**src/rtl/reg_file_2r1w_if.sv**
```systemverilog
// -----------------------------------------------------------------------------
// reg_file_2r1w_if
// Bus bundle for the 2-read / 1-write register file.
//   write port : we, waddr, wdata
//   read port A: re_a, raddr_a -> rdata_a, rvalid_a
//   read port B: re_b, raddr_b -> rdata_b, rvalid_b
// master = decode side (drives requests), slave = register file.
// -----------------------------------------------------------------------------
interface reg_file_2r1w_if #(
   parameter int WIDTH = 32,
   parameter int AW    = 5
);
   logic             we;
   logic [AW-1:0]    waddr;
   logic [WIDTH-1:0] wdata;
   logic             re_a;
   logic [AW-1:0]    raddr_a;
   logic [WIDTH-1:0] rdata_a;
   logic             rvalid_a;
   logic             re_b;
   logic [AW-1:0]    raddr_b;
   logic [WIDTH-1:0] rdata_b;
   logic             rvalid_b;

   modport master (
      output we, waddr, wdata, re_a, raddr_a, re_b, raddr_b,
      input  rdata_a, rvalid_a, rdata_b, rvalid_b
   );

   modport slave (
      input  we, waddr, wdata, re_a, raddr_a, re_b, raddr_b,
      output rdata_a, rvalid_a, rdata_b, rvalid_b
   );
endinterface

```
**src/rtl/reg_file_2r1w.sv**
```systemverilog
// -----------------------------------------------------------------------------
// reg_file_2r1w
// DEPTH x WIDTH register file with one synchronous write port and two
// independent registered read ports. Read latency is one cycle; a read that
// hits the address being written in the same cycle returns the new data.
// Optionally register 0 is hardwired to zero.
//   clk   : rising-edge clock
//   reset : synchronous, active-high; clears storage and both read pipelines
//   rf    : reg_file_2r1w_if.slave (write port, read ports A and B)
// -----------------------------------------------------------------------------
module reg_file_2r1w #(
   parameter int WIDTH   = 32,
   parameter int DEPTH   = 32,
   parameter int AW      = 5,
   parameter int ZERO_R0 = 1
) (
   input logic             clk,
   input logic             reset,
   reg_file_2r1w_if.slave  rf
);

   // One extra bit so DEPTH == 2**AW is representable.
   localparam logic [AW:0] DEPTH_L = DEPTH[AW:0];

   logic [WIDTH-1:0] mem [DEPTH];

   logic             wr_ok;
   logic [WIDTH-1:0] rd_a;
   logic [WIDTH-1:0] rd_b;

   logic [WIDTH-1:0] rdata_a_p1;
   logic [WIDTH-1:0] rdata_b_p1;
   logic             vld_a_p1;
   logic             vld_b_p1;

   // Read-result priority: out of range, then hardwired zero, then bypass of
   // the same-cycle write, then stored word. The stored word is only
   // meaningful when the address is in range, which the first test ensures.
   function automatic logic [WIDTH-1:0] resolve(
      input logic [AW-1:0]    ra,
      input logic [WIDTH-1:0] stored,
      input logic             wok,
      input logic [AW-1:0]    wa,
      input logic [WIDTH-1:0] wd
   );
      if ({1'b0, ra} >= DEPTH_L)
         return '0;
      if ((ZERO_R0 != 0) && (ra == '0))
         return '0;
      if (wok && (wa == ra))
         return wd;
      return stored;
   endfunction

   always_comb begin
      wr_ok = rf.we && ({1'b0, rf.waddr} < DEPTH_L)
              && !((ZERO_R0 != 0) && (rf.waddr == '0));
   end

   always_comb begin
      rd_a = resolve(rf.raddr_a, mem[rf.raddr_a], wr_ok, rf.waddr, rf.wdata);
      rd_b = resolve(rf.raddr_b, mem[rf.raddr_b], wr_ok, rf.waddr, rf.wdata);
   end

   // ---- stage p1: storage update and registered read outputs ----
   always_ff @(posedge clk) begin
      if (reset) begin
         mem        <= '{default: '0};
         rdata_a_p1 <= '0;
         rdata_b_p1 <= '0;
         vld_a_p1   <= 1'b0;
         vld_b_p1   <= 1'b0;
      end else begin
         if (wr_ok)
            mem[rf.waddr] <= rf.wdata;
         vld_a_p1 <= rf.re_a;
         vld_b_p1 <= rf.re_b;
         // Without a request the output holds its last value.
         if (rf.re_a)
            rdata_a_p1 <= rd_a;
         if (rf.re_b)
            rdata_b_p1 <= rd_b;
      end
   end

   assign rf.rdata_a  = rdata_a_p1;
   assign rf.rvalid_a = vld_a_p1;
   assign rf.rdata_b  = rdata_b_p1;
   assign rf.rvalid_b = vld_b_p1;

endmodule
```
**src/flat_wrapper.sv**
```systemverilog
// flat-port wrapper written by rule: the top's interface ports become plain ports
module reg_file_2r1w_flat 
#(
   parameter int WIDTH   = 32,
   parameter int DEPTH   = 32,
   parameter int AW      = 5,
   parameter int ZERO_R0 = 1
)
  (clk, reset, rf_we, rf_waddr, rf_wdata, rf_re_a, rf_raddr_a, rf_re_b, rf_raddr_b, rf_rdata_a, rf_rvalid_a, rf_rdata_b, rf_rvalid_b);
  reg_file_2r1w_if #(.WIDTH(WIDTH), .AW(AW)) rf_i ();
  input logic clk;
  input logic reset;
  input wire logic [$bits(rf_i.we)-1:0] rf_we;
  input wire logic [$bits(rf_i.waddr)-1:0] rf_waddr;
  input wire logic [$bits(rf_i.wdata)-1:0] rf_wdata;
  input wire logic [$bits(rf_i.re_a)-1:0] rf_re_a;
  input wire logic [$bits(rf_i.raddr_a)-1:0] rf_raddr_a;
  input wire logic [$bits(rf_i.re_b)-1:0] rf_re_b;
  input wire logic [$bits(rf_i.raddr_b)-1:0] rf_raddr_b;
  output wire logic [$bits(rf_i.rdata_a)-1:0] rf_rdata_a;
  output wire logic [$bits(rf_i.rvalid_a)-1:0] rf_rvalid_a;
  output wire logic [$bits(rf_i.rdata_b)-1:0] rf_rdata_b;
  output wire logic [$bits(rf_i.rvalid_b)-1:0] rf_rvalid_b;
  assign rf_i.we = rf_we;
  assign rf_i.waddr = rf_waddr;
  assign rf_i.wdata = rf_wdata;
  assign rf_i.re_a = rf_re_a;
  assign rf_i.raddr_a = rf_raddr_a;
  assign rf_i.re_b = rf_re_b;
  assign rf_i.raddr_b = rf_raddr_b;
  assign rf_rdata_a = rf_i.rdata_a;
  assign rf_rvalid_a = rf_i.rvalid_a;
  assign rf_rdata_b = rf_i.rdata_b;
  assign rf_rvalid_b = rf_i.rvalid_b;
  reg_file_2r1w #(.WIDTH(WIDTH), .DEPTH(DEPTH), .AW(AW), .ZERO_R0(ZERO_R0)) u_core (.clk(clk), .reset(reset), .rf(rf_i));
endmodule
```
**config.mk**
```make
export PLATFORM = sky130hd
export DESIGN_NAME = reg_file_2r1w_flat
export DESIGN_NICKNAME = d
export VERILOG_FILES = /design/src/rtl/reg_file_2r1w_if.sv /design/src/rtl/reg_file_2r1w.sv /design/src/flat_wrapper.sv
export SDC_FILE = /design/constraint.sdc
export NUM_CORES = 2
export LEC_CHECK = 0
export ABC_AREA = 1
export BUFFER_PORTS_ARGS = -buffer_cell sky130_fd_sc_hd__buf_4
export CAP_MARGIN = 20
export CORE_MARGIN = 1.5
export CORE_UTILIZATION = 40
export DETAILED_ROUTE_END_ITERATION = 10
export SLEW_MARGIN = 10
export SYNTH_ARGS = -nofsm -noshare
export SYNTH_HDL_FRONTEND = slang
export SYNTH_SLANG_ARGS = --single-unit
```
**constraint.sdc**
```tcl
create_clock -name clk -period 4.1 [get_ports clk]
set_input_delay 0.41 -clock clk [delete_from_list [all_inputs] [get_ports clk]]
set_output_delay 0.41 -clock clk [all_outputs]
set_load 0.05 [all_outputs]
```
# Yosys cells after proc, flatten, opt, wreduce, memory -nomap -nowiden
# Index checks and enable logic that the tools add are counted.
dict set report word_totals {
  regBits 1090
  latch_bits 0
  ramBits 0
  rom_bits 0
  out_inout_bits 66
  elab_cells 76
  memories 0
}
dict set report classes {
  addsub 0
  multipliers 0
  div 0
  order_cmp 4
  n_eq_ne 2
  shifts 0
  muxes 23
  bitwise 3
  reduce_logical 8
}
# cell count
set op_table {}
lappend op_table {{1024-bit bitwise mux} 1}
lappend op_table {{32-bit 2-to-1 mux} 13}
lappend op_table {{32-bit binary-select mux with 5-bit select} 2}
lappend op_table {{32-bit demux with 5-bit select} 1}
lappend op_table {{6-bit greater-or-equal comparator (second input constant)} 3}
lappend op_table {{5-bit inverter with 6-bit output} 3}
lappend op_table {{5-bit logical NOT} 3}
lappend op_table {{5-bit == test} 2}
lappend op_table {{6-bit by 1-bit < comparator with 1-bit output (second input constant)} 1}
lappend op_table {{1-bit 2-to-1 mux} 6}
lappend op_table {{1-bit logical AND} 4}
lappend op_table {{1-bit logical NOT} 1}

# Longest topological paths before layout
dict set report depth {
  ltp_word 8
  mapped_depth 14
}

# Worst setup path before layout
# No wires, ideal clock.
dict set report synth_path {
  path_kind {input-to-reg}
  startpoint {input rf_waddr[0]}
  endpoint {register u_core.mem[936] (netlist bit)}
  setup_ns 0.146
  arrival_time_ns 1.568
  slack_ns 2.386
  cell_stages 11
  path_buffers 2
  cell_sequence {buf_4 -> nor2_8 -> nand2_2 -> nand2_4 -> inv_8 -> nand2_8 -> nor2_8 -> inv_6 -> buf_4 -> nor2_1 -> a211oi_2}
}
dict set report synth_between {
  elab_chain_len 6
  word_cells_on_any_way 10
  classes_between {order compare (2); mux (3); bitwise (1); reduce/logical (4)}
}
# item line
set synth_rtl {}
lappend synth_rtl {{start: declaration} flat_wrapper.sv:14} ;# input wire logic [$bits(rf_i.waddr)-1:0] rf_waddr;
lappend synth_rtl {{5-bit inverter with 6-bit output (implied by the code)} reg_file_2r1w.sv:75} ;# mem[rf.waddr] <= rf.wdata;
lappend synth_rtl {{6-bit greater-or-equal comparator (implied by the code) or 6-bit by 1-bit < comparator with 1-bit output (tied branches)} reg_file_2r1w.sv:75}
lappend synth_rtl {{1-bit logical AND (implied by the code)} reg_file_2r1w.sv:75}
lappend synth_rtl {{32-bit 2-to-1 mux (implied by the code)} reg_file_2r1w.sv:75}
lappend synth_rtl {{32-bit demux with 5-bit select} reg_file_2r1w.sv:75}
lappend synth_rtl {{1024-bit bitwise mux} reg_file_2r1w.sv:75}
lappend synth_rtl {{end signal: indexed assignment} reg_file_2r1w.sv:75}
lappend synth_rtl {{end: declaration} reg_file_2r1w.sv:25} ;# logic [WIDTH-1:0] mem [DEPTH];
# Parallel ways exist; a longest one is shown, timed or not.
# A chain may end at the register's enable or synchronous reset.

# Worst setup path after layout
dict set report layout_path {
  startpoint {register u_core.rdata_a_p1[12] (netlist: u_core.rf.rdata_a[12])}
  endpoint {output rf_rdata_a[12]}
}
# item line
set layout_lines {}
lappend layout_lines {{start: declaration} reg_file_2r1w.sv:31} ;# logic [WIDTH-1:0] rdata_a_p1;
lappend layout_lines {{start signal: assignment} reg_file_2r1w.sv:80} ;# rdata_a_p1 <= rd_a;
lappend layout_lines {{end: declaration} flat_wrapper.sv:20} ;# output wire logic [$bits(rf_i.rdata_a)-1:0] rf_rdata_a;
# No word-level cell between the ends.

==> qor.csv <==
metric,value,unit
status,"finished, final reports clean",
post-synthesis cell type count,34,
WL final,267000,microns
Chip Height,400,microns
Syn. warnings,0,
RSZ-0062 raised after global routing,no,
via count of the routed design,65900,
Synth top area share,34.6,%
dpl ws,1.23,ns
Rel. slew slack,17.6,%
first-pass GRT wire length,389000,microns
WL met1,108000,microns
Via density,5.61,
Nets,9654,
top sig layer,met5,
flop and latch count out of synthesis,1090,
RePlAce Congestion,0.870,
vias in the first global route,59500,
slowest stage cell on the critical path,dfxtp_1,
PD cells,371,mW/mm^2
GRT Residual Overflow,0,
post-layout minimum cycle time,2.39,ns
Total Neg Setup Slack,0,ns
CP required,3.69,ns
synth cell count leaders,"nand2_1, nor2_1, nand3_1, dfxtp_1, inv_1",
clock tree sinks,1090,
Site Rows,145,
share of cells above drive strength 1,9.06,%
"count leader, synth",nand2_1,
syn_nets,10100,
global-route usage over all layers,32.2,%
Critical Path Start Type,flip-flop,
Synth area leaders,"dfxtp_1, nand2_1, nand3_1, nor2_1, a211oi_2",
"area leader, netlist",dfxtp_1,
Fmax,419,MHz
cell leakage power,27.8,nW
CTS Buffer Depth,3,
number of port buffers,117,
Syn Inst Count,10100,
# fillers,16200,
maximum vdd drop,0.375,mV
Worst Path Max Fanout,3,
Worst Path Buf+Inv,1,
IO Count,118,
Final HPWL DP,143000,microns
CTS buffer count,118,
Worst-path clk slew,0.06,ns
Least-Margin Pin Slew,1.23,ns
critical-path cell list,buf_4,
1st-iter DRT viols,8983,
largest net degree at the start of global routing,180,
DR WL met3,29400,microns
ys async rst share,0,%
chip width,400,microns
CTS tree,built,
number of max-cap violations,0,
clk_skew,0.0256,ns
CP Class,flip-flop to output pin,
Worst path top cell family by delay,flip-flops,
post-CTS setup repair buffer count,0,
core area,0.156,sq mm
setup slack after layout,1.71,ns
Post-synth EDFFs,0,
Final Slew Violations,0,
die area,0.160,sq mm
H-tree depth,3,
Pre-Repair DR Iteration Count,9,
period utilization,58.2,%
Post-Syn Area,0.0631,sq mm
post-DR wirelength/cell,22.7,microns
post-synthesis sequential area ratio,34.6,%
# DRC,0,
syn avg cell area,6.26,sq um
CP endpoint kind,output pin,
synth-to-layout area growth,8.42,%
initial antenna violation count,14,
Clock Latency Late Sink,0.79,ns
Min-Delay Path Class,input port to flip-flop,
arrival time of the worst setup path,1.98,ns
setup violators final,0,
Final Hold Viols,0,
clock root buffer,clkbuf_16,
top_reg_cell synth,dfxtp_1,
CP max stage delay,0.86,ns
DR WL met2,114000,microns
Post-DRT Antenna Nets,0,
starting density of the core,40.3,%
worst min-delay path: stages:
cell and delay [ns]:
buf_4 0.24, nand2_1 0.11, a21oi_1 0.06
placed cells by master (no fill, tap or decap), drive strengths merged, types with 3 or more instances in the layout:
cell type / count
a21oi: 395
nor2: 1502
nand4: 3
o21bai: 32
bufinv: 5
nand2: 3522
nand3b: 30
buf: 278
clkbuf: 175
nor3: 8
a211oi: 662
diode: 5
inv: 789
dfxtp: 1090
clkinvlp: 4
clkinv: 25
xnor2: 6
nand3: 1159
where the power goes:
group / switching [W] / internal, W
clock network: 0.00479 / 0.00614
logic: 0.00268 / 0.000904
registers: 0.000126 / 0.0107
metrics by stage:
| step | instance area (sq um) | hold WS, ns | instances | total power, W | util, % |
|---|---|---|---|---|---|
| after floorplan | 63100 | 0.416 | 10100 | 0.0133 | - |
| after global placement | 64500 | 0.423 | 11500 | 0.0145 | 41.2 |
| after detailed placement | 64500 | 0.427 | 11500 | 0.0146 | 41.3 |
| after CTS | 68400 | 0.0588 | 11700 | 0.0253 | 43.7 |
| after global routing | 68400 | 0.0864 | 11700 | 0.0261 | 43.7 |
| final | 68400 | 0.0902 | 11800 | 0.0254 | 43.7 |
flip-flops by register name, indices dropped and copies added, names as in the netlist:
signal / count
u_core.rf.rvalid_b: 1
u_core.rf.rvalid_a: 1
u_core.mem: 1024
u_core.rf.rdata_b: 32
u_core.rf.rdata_a: 32
logic make-up (layout without fill, tap and decap cells):
| family | after synthesis | after routing | synth area share, % |
|---|---|---|---|
| XOR/XNOR | 7 | 7 | 0.0972 |
| AND/OR/NAND/NOR | 6224 | 6224 | 40.2 |
| flip-flops | 1090 | 1090 | 34.6 |
| buffers and inverters | 1667 | 1278 | 11.3 |
| other | 0 | 5 | 0 |
| AO/OA/AOI/OAI | 1089 | 1089 | 13.8 |
final timing paths:
check,startpoint,endpoint,slack [ns],depth (start not counted)
setup reg to reg,u_core.mem[263]$_SDFFE_PP0P_,u_core.rf.rdata_a[7]$_SDFFE_PP0P_,2.59,10
hold reg to reg,u_core.mem[992]$_SDFFE_PP0P_,u_core.mem[992]$_SDFFE_PP0P_,0.44,2
setup / recovery,u_core.rf.rdata_a[12]$_SDFFE_PP0P_,rf_rdata_a[12],1.71,1
hold / removal,rf_wdata[21],u_core.mem[661]$_SDFFE_PP0P_,0.09,3
metal layers:
| metal | track usage [%] | vias to the layer above |
|---|---|---|
| met2 | 49.6 | 3811 |
| met5 | 0.454 | - |
| met3 | 6.76 | 779 |
| li1 | - | 30900 |
| met4 | 15.7 | 8 |
| met1 | 42.5 | 30400 |
area by class of cell:
| class | count | area, sq um | area share (%) |
|---|---|---|---|
| Sequential cell | 1090 | 21800 | 31.9 |
| Timing Repair Buffer | 280 | 2910 | 4.25 |
| Tap cell | 2058 | 2570 | 3.76 |
| Antenna cell | 5 | 12.5 | 0.0183 |
| Inverter | 792 | 3040 | 4.44 |
| Clock buffer | 175 | 3480 | 5.09 |
| Clock inverter | 31 | 354 | 0.518 |
| Multi-Input combinational cell | 7320 | 34200 | 50.0 |
timing repair:
| item | 4_1_cts | 5_1_grt |
|---|---|---|
| endpoints found under the setup margin | 0 | 0 |
| hold endpoints to repair | 2 | 0 |
| resized for setup | 0 | 0 |
| hold buffers | 2 | 0 |
(Power assumes the default switching activity.)
